<file path="src/rtl/prog_loader.sv">
// Program loader: host streams instruction bytes into a small memory,
// pads unused locations with HALT, verifies a checksum, releases the CPU.
module prog_loader #(
  parameter int DATA_WIDTH = 8,
  parameter int ADDR_WIDTH = 4
) (
  input  logic                  clk,
  input  logic                  rst_n,
  input  logic                  load_en,
  input  logic                  wr_valid,
  input  logic [DATA_WIDTH-1:0] wr_data,
  output logic                  wr_ready,
  input  logic [DATA_WIDTH-1:0] chk_in,
  input  logic [ADDR_WIDTH-1:0] fetch_addr,
  output logic [DATA_WIDTH-1:0] fetch_data,
  output logic                  cpu_rst_n,
  output logic [ADDR_WIDTH:0]   byte_count,
  output logic [DATA_WIDTH-1:0] checksum,
  output logic [2:0]            status
);

  localparam int DEPTH = 1 << ADDR_WIDTH;
  localparam int CW    = ADDR_WIDTH + 1;

  localparam logic [CW-1:0] FULL = CW'(DEPTH);
  localparam logic [ADDR_WIDTH-1:0] LAST = '1;
  localparam logic [DATA_WIDTH-1:0] HALT = '1;

  typedef enum logic [2:0] {
    S_IDLE  = 3'd0,
    S_LOAD  = 3'd1,
    S_FILL  = 3'd2,
    S_CHECK = 3'd3,
    S_READY = 3'd4,
    S_ERROR = 3'd5
  } state_t;

  state_t                state_q, state_d;
  logic [ADDR_WIDTH-1:0] addr_q, addr_d;
  logic [CW-1:0]         cnt_q, cnt_d;
  logic [DATA_WIDTH-1:0] sum_q, sum_d;
  logic [DATA_WIDTH-1:0] mem_q [DEPTH];
  logic [DATA_WIDTH-1:0] mem_d [DEPTH];

  logic                  xfer;
  logic                  we;
  logic [DATA_WIDTH-1:0] wd;

  // Registered state, counters and program memory; reset wipes memory to HALT
  always_ff @(posedge clk or negedge rst_n) begin
    if (!rst_n) begin
      state_q <= S_IDLE;
      addr_q  <= '0;
      cnt_q   <= '0;
      sum_q   <= '0;
      for (int i = 0; i < DEPTH; i++) begin
        mem_q[i] <= HALT;
      end
    end else begin
      state_q <= state_d;
      addr_q  <= addr_d;
      cnt_q   <= cnt_d;
      sum_q   <= sum_d;
      for (int i = 0; i < DEPTH; i++) begin
        mem_q[i] <= mem_d[i];
      end
    end
  end

  // Next-state selection
  always_comb begin
    state_d = state_q;
    unique case (state_q)
      S_IDLE, S_READY, S_ERROR: begin
        if (load_en) state_d = S_LOAD;
      end
      S_LOAD: begin
        if (xfer && (cnt_q == FULL - CW'(1))) begin
          state_d = S_CHECK;
        end else if (!load_en) begin
          state_d = S_FILL;
        end
      end
      S_FILL: begin
        if (addr_q == LAST) state_d = S_CHECK;
      end
      S_CHECK: begin
        state_d = (sum_q == chk_in) ? S_READY : S_ERROR;
      end
      default: state_d = S_IDLE;
    endcase
  end

  // Datapath: address/count/checksum updates and the single memory write port
  always_comb begin
    addr_d = addr_q;
    cnt_d  = cnt_q;
    sum_d  = sum_q;
    we     = 1'b0;
    wd     = HALT;
    unique case (state_q)
      S_IDLE, S_READY, S_ERROR: begin
        if (load_en) begin
          addr_d = '0;
          cnt_d  = '0;
          sum_d  = '0;
        end
      end
      S_LOAD: begin
        if (xfer) begin
          we     = 1'b1;
          wd     = wr_data;
          addr_d = addr_q + ADDR_WIDTH'(1);
          cnt_d  = cnt_q + CW'(1);
          sum_d  = sum_q + wr_data;
        end
      end
      S_FILL: begin
        we     = 1'b1;
        wd     = HALT;
        addr_d = addr_q + ADDR_WIDTH'(1);
      end
      default: ;
    endcase
  end

  // Memory next value from the write port
  always_comb begin
    for (int i = 0; i < DEPTH; i++) begin
      mem_d[i] = mem_q[i];
    end
    if (we) mem_d[addr_q] = wd;
  end

  // Outputs decoded from registered state only
  always_comb begin
    wr_ready  = (state_q == S_LOAD) && (cnt_q < FULL);
    cpu_rst_n = (state_q == S_READY);
    xfer      = wr_valid && wr_ready;
  end

  assign fetch_data = mem_q[fetch_addr];
  assign byte_count = cnt_q;
  assign checksum   = sum_q;
  assign status     = state_q;

endmodule

</file>
<file path="config.mk">
export PLATFORM = sky130hd
export DESIGN_NAME = prog_loader
export DESIGN_NICKNAME = d
export VERILOG_FILES = /design/src/rtl/prog_loader.sv
export SDC_FILE = /design/constraint.sdc
export NUM_CORES = 1
export LEC_CHECK = 0
export CAP_MARGIN = 20
export CORE_MARGIN = 2
export CORE_UTILIZATION = 45
export CTS_BUF_LIST = sky130_fd_sc_hd__clkbuf_4
export CTS_CLUSTER_DIAMETER = 80
export DETAILED_ROUTE_END_ITERATION = 8
export GPL_ROUTABILITY_DRIVEN = 0
export PLACE_DENSITY_LB_ADDON = 0.08
export SLEW_MARGIN = 20
export SYNTH_ARGS = -nofsm -noshare
export SYNTH_HDL_FRONTEND = slang
export SYNTH_SLANG_ARGS = --single-unit
</file>
<file path="constraint.sdc">
create_clock -name clk -period 4.9 [get_ports clk]
set_clock_uncertainty 0.2 [all_clocks]
set_input_delay 0.98 -clock clk [delete_from_list [all_inputs] [get_ports clk]]
set_output_delay 0.98 -clock clk [all_outputs]
set_load 0.02 [all_outputs]
</file>
==> flow_summary.rst <==
.. list-table::
   :header-rows: 1

   * - Metric
     - Value
   * - Outcome
     - finished, final reports clean
   * - Remaining design rule violation count
     - 0
   * - Final Hold Violating Endpoints
     - 0
   * - Insertion delay to the later sink of the worst-skew pair
     - 0.55 ns
   * - Crit-path slowest cell
     - sky130_fd_sc_hd__clkdlybuf4s50_1
   * - Number of synthesized register bits
     - 148
   * - Count of inserted antenna diode cells
     - 0
   * - Type of element launching the critical path
     - primary input
   * - Setup slack, reg-to-reg
     - roughly 2.3 ns
   * - Count of final max-slew check failures
     - 0
   * - Gates resized, CTS repair
     - 0
   * - R2r worst-path depth
     - 5
   * - Worst slew pin tran
     - 1.04 ns
   * - Final critical path time including I/O delays and setup
     - approximately 4.3 ns
   * - Via-per-instance ratio
     - 5.37
   * - Count of flip-flops with a built-in enable after synthesis
     - 0
   * - Gate count of the mapped netlist
     - 635
   * - Sequential area share after synthesis
     - 54.6%
   * - Longest individual stage delay on the worst path
     - 0.57 ns
   * - Pwr Density
     - 547 nW/µm²
   * - Antenna violations before repair
     - 0
   * - Clock transition time at the flip-flop clock pins of the worst setup and hold paths
     - 0.12 ns
   * - Number of buffers and inverters on the critical path
     - 3
   * - Hold-critical path depth
     - 2
   * - First-pass GRT wire length
     - 28200 µm
   * - Post-CTS Hold Fix Bufs
     - 0
   * - Highest clock frequency the design can meet
     - 230 MHz
   * - Setup repair bufs after CTS
     - 0
   * - Maximum number of pins on one net before global-route repair
     - 114
   * - Worst-path maximum fanout
     - 32
   * - Count of final setup violators
     - 0
   * - Kind of capture point of the worst setup path
     - primary output
   * - Number of standard-cell rows in the floorplan
     - 45
   * - Netlist area before placement
     - 7080 µm²
   * - Worst Path Required
     - 3.72 ns
   * - Fill count
     - 1367
   * - Cell family contributing the most delay on the critical path
     - buffers and inverters
   * - Die outline area
     - 16700 µm²
   * - Most used flip-flop cell after synthesis
     - sky130_fd_sc_hd__dfstp_2
   * - Final Net Count
     - 715
   * - Share of layout cells above drive strength 1
     - 32.0%
   * - CTS Root Cell
     - sky130_fd_sc_hd__clkbuf_4
   * - I/O pins
     - 50
   * - Overflow left after global routing
     - 0
   * - RSZ-0062 raised after global routing
     - false
   * - Crit-path cells
     - clkdlybuf4s50_1 -> buf_12 -> mux4_2 -> mux4_2 -> clkdlybuf4s50_1
   * - Net count after synthesis
     - 673
   * - Least setup slack across all paths after layout
     - around 0.56 ns
   * - Worst VDD drop
     - 0.338 mV
   * - Clock tree buffer depth
     - 2
   * - Worst Setup Slack post-DPL
     - about 0.56 ns
   * - Vias
     - 4836
   * - Worst Min Path Start
     - mem_q[38]
   * - TritonCTS Buffers
     - 17
   * - Sink Count
     - between 100 and 150
   * - Placeable core region
     - 15300 µm²
   * - Setup TNS
     - 0 ns
   * - Detailed-route wire length per cell
     - 19.2 µm
   * - Worst reg2reg startpoint
     - status[0]
   * - Critical R2R Capture
     - mem_q[88]
   * - Relative slew margins
     - 30.9%
   * - Final wirelength
     - 17300 µm
   * - Number of maximum-capacitance constraint violations
     - 0
   * - Port bufs
     - 49
   * - Number of global-route vias before repair
     - 5011
   * - Number of distinct standard cells referenced by the synthesized netlist
     - 46
   * - Class of the tightest hold or removal check
     - flop to flop
   * - Leakage power
     - 3.15 nW
   * - Remaining antenna violation count
     - 0
   * - Layout-stage area growth over the synthesis result
     - 14.4%
   * - Yosys synthesis warning count
     - 0
   * - Type of the worst setup path
     - primary input to primary output
   * - GR Util All Layers
     - 22.6%
   * - Die Width
     - 129 µm
   * - Clock tree from TritonCTS
     - yes
   * - Async SR Flop Fraction
     - 100%
   * - Mapped Avg Cell Area
     - 11.1 µm²
   * - Initial Util
     - 46.4%
   * - Number of iterations in the first detailed-routing pass
     - 4
   * - HPWL after detailed placement
     - 11500 µm
   * - Endpoint, Worst Hold
     - mem_q[38]
   * - Commonest cells after routing, fill and taps aside
     - 148 x sky130_fd_sc_hd__nand2_1, 128 x sky130_fd_sc_hd__dfstp_2, 101 x sky130_fd_sc_hd__o21ai_0
   * - Share of the clock period used by the worst path
     - 88.6%
   * - Data arrival at the endpoint of the critical path
     - around 3.2 ns
   * - H-tree depth
     - 4
   * - Number of DRC markers after the initial detailed-route iteration
     - 277
   * - Most frequent standard cell in the layout excluding fill and tap cells
     - sky130_fd_sc_hd__nand2_1
   * - Die height
     - 129 µm
[power by group]
| part | internal, mW | switching (mW) |
|---|---|---|
| clock network | 0.450 | 0.453 |
| logic | 0.634 | 0.765 |
| registers | 1.84 | 0.288 |
| total | 2.92 | 1.51 |
[how the worst max path moves through the flow]
| stage | start | end | slack [ns] | cells after the start |
|---|---|---|---|---|
| floorplan | fetch_addr[0] | fetch_data[0] | 1.33 | 4 |
| global placement | fetch_addr[1] | fetch_data[0] | 0.60 | 5 |
| detailed placement | fetch_addr[1] | fetch_data[0] | 0.56 | 5 |
| CTS | fetch_addr[1] | fetch_data[0] | 0.56 | 5 |
| global route | fetch_addr[1] | fetch_data[0] | 0.51 | 5 |
| finish | fetch_addr[1] | fetch_data[0] | 0.56 | 5 |
[layout make-up]
class                   instances  area (µm²)  share of cell area, %
well taps                     211         264                   3.26
repair buffers                 60         594                   7.34
flip-flops and latches        148        3860                   47.7
clock buffers                  17         128                   1.58
multi-input cells             439        2990                   37.0
clock inverters                15         211                   2.61
inverters                      11        41.3                  0.510
[tightest hold or removal path: stages (launching register included)]
cell and delay [ns]:
sky130_fd_sc_hd__dfstp_2 0.39, sky130_fd_sc_hd__nand2_1 0.04, sky130_fd_sc_hd__o21ai_1 0.05
[through the flow]
stage | utilization (%) | hold WS [ns] | total power [mW] | instances | area [µm²]
after global routing | 53.1 | 0.287 | 4.73 | 901 | 8100
final | 53.1 | 0.270 | 4.43 | 901 | 8100
after floorplan | - | 0.243 | 3.03 | 635 | 7080
after CTS | 53.1 | 0.274 | 4.46 | 901 | 8100
after detailed placement | 50.8 | 0.256 | 3.55 | 869 | 7760
after global placement | 50.8 | 0.250 | 3.51 | 869 | 7760
[cell families (layout without fill, tap and decap cells)]
logic type	Yosys count	count (layout)	synth area share, %
and+or+nand+nor	207	207	12.6
muxes	42	42	13.0
adders and majority gates	14	14	2.58
buffers and inverters	48	103	3.09
xor gates and xnor gates	14	14	1.73
AOI/OAI and AO/OA	162	162	12.4
DFF	148	148	54.6
[Yosys cell counts, types with 3 or more instances]
library cell,instances,area [µm²]
sky130_fd_sc_hd__dfstp_2,128,3360
sky130_fd_sc_hd__nor2b_1,3,18.8
sky130_fd_sc_hd__buf_2,19,95.1
sky130_fd_sc_hd__o21ai_0,101,505
sky130_fd_sc_hd__a21oi_1,12,60.1
sky130_fd_sc_hd__inv_1,11,41.3
sky130_fd_sc_hd__nand4_1,3,18.8
sky130_fd_sc_hd__o21a_1,3,22.5
sky130_fd_sc_hd__buf_4,4,30.0
sky130_fd_sc_hd__mux4_2,40,901
sky130_fd_sc_hd__clkbuf_1,9,33.8
sky130_fd_sc_hd__o21ai_1,25,125
sky130_fd_sc_hd__ha_1,13,163
sky130_fd_sc_hd__dfrtp_1,20,500
sky130_fd_sc_hd__nand2_1,148,556
sky130_fd_sc_hd__nand2_2,4,25.0
sky130_fd_sc_hd__buf_1,5,18.8
sky130_fd_sc_hd__nand3_1,3,15.0
sky130_fd_sc_hd__o22ai_1,3,18.8
sky130_fd_sc_hd__a31oi_1,5,31.3
sky130_fd_sc_hd__xor2_1,8,70.1
sky130_fd_sc_hd__xnor2_1,6,52.6
sky130_fd_sc_hd__nor3_1,4,20.0
sky130_fd_sc_hd__nor2_1,28,105
[routing by layer]
metal	track usage, %	vias up	wire [µm]
met1	32.4	2421	8150
met5	0	-	0
met4	5.69	0	176
met2	35.4	79	8230
li1	-	2321	-
met3	5.00	15	707
[registers in the layout, summed over array words and instances (netlist names)]
signal      count
mem_q         128
checksum        8
byte_count      5
addr_q          4
status          3
No activity file was read; power rests on OpenSTA's default activity.
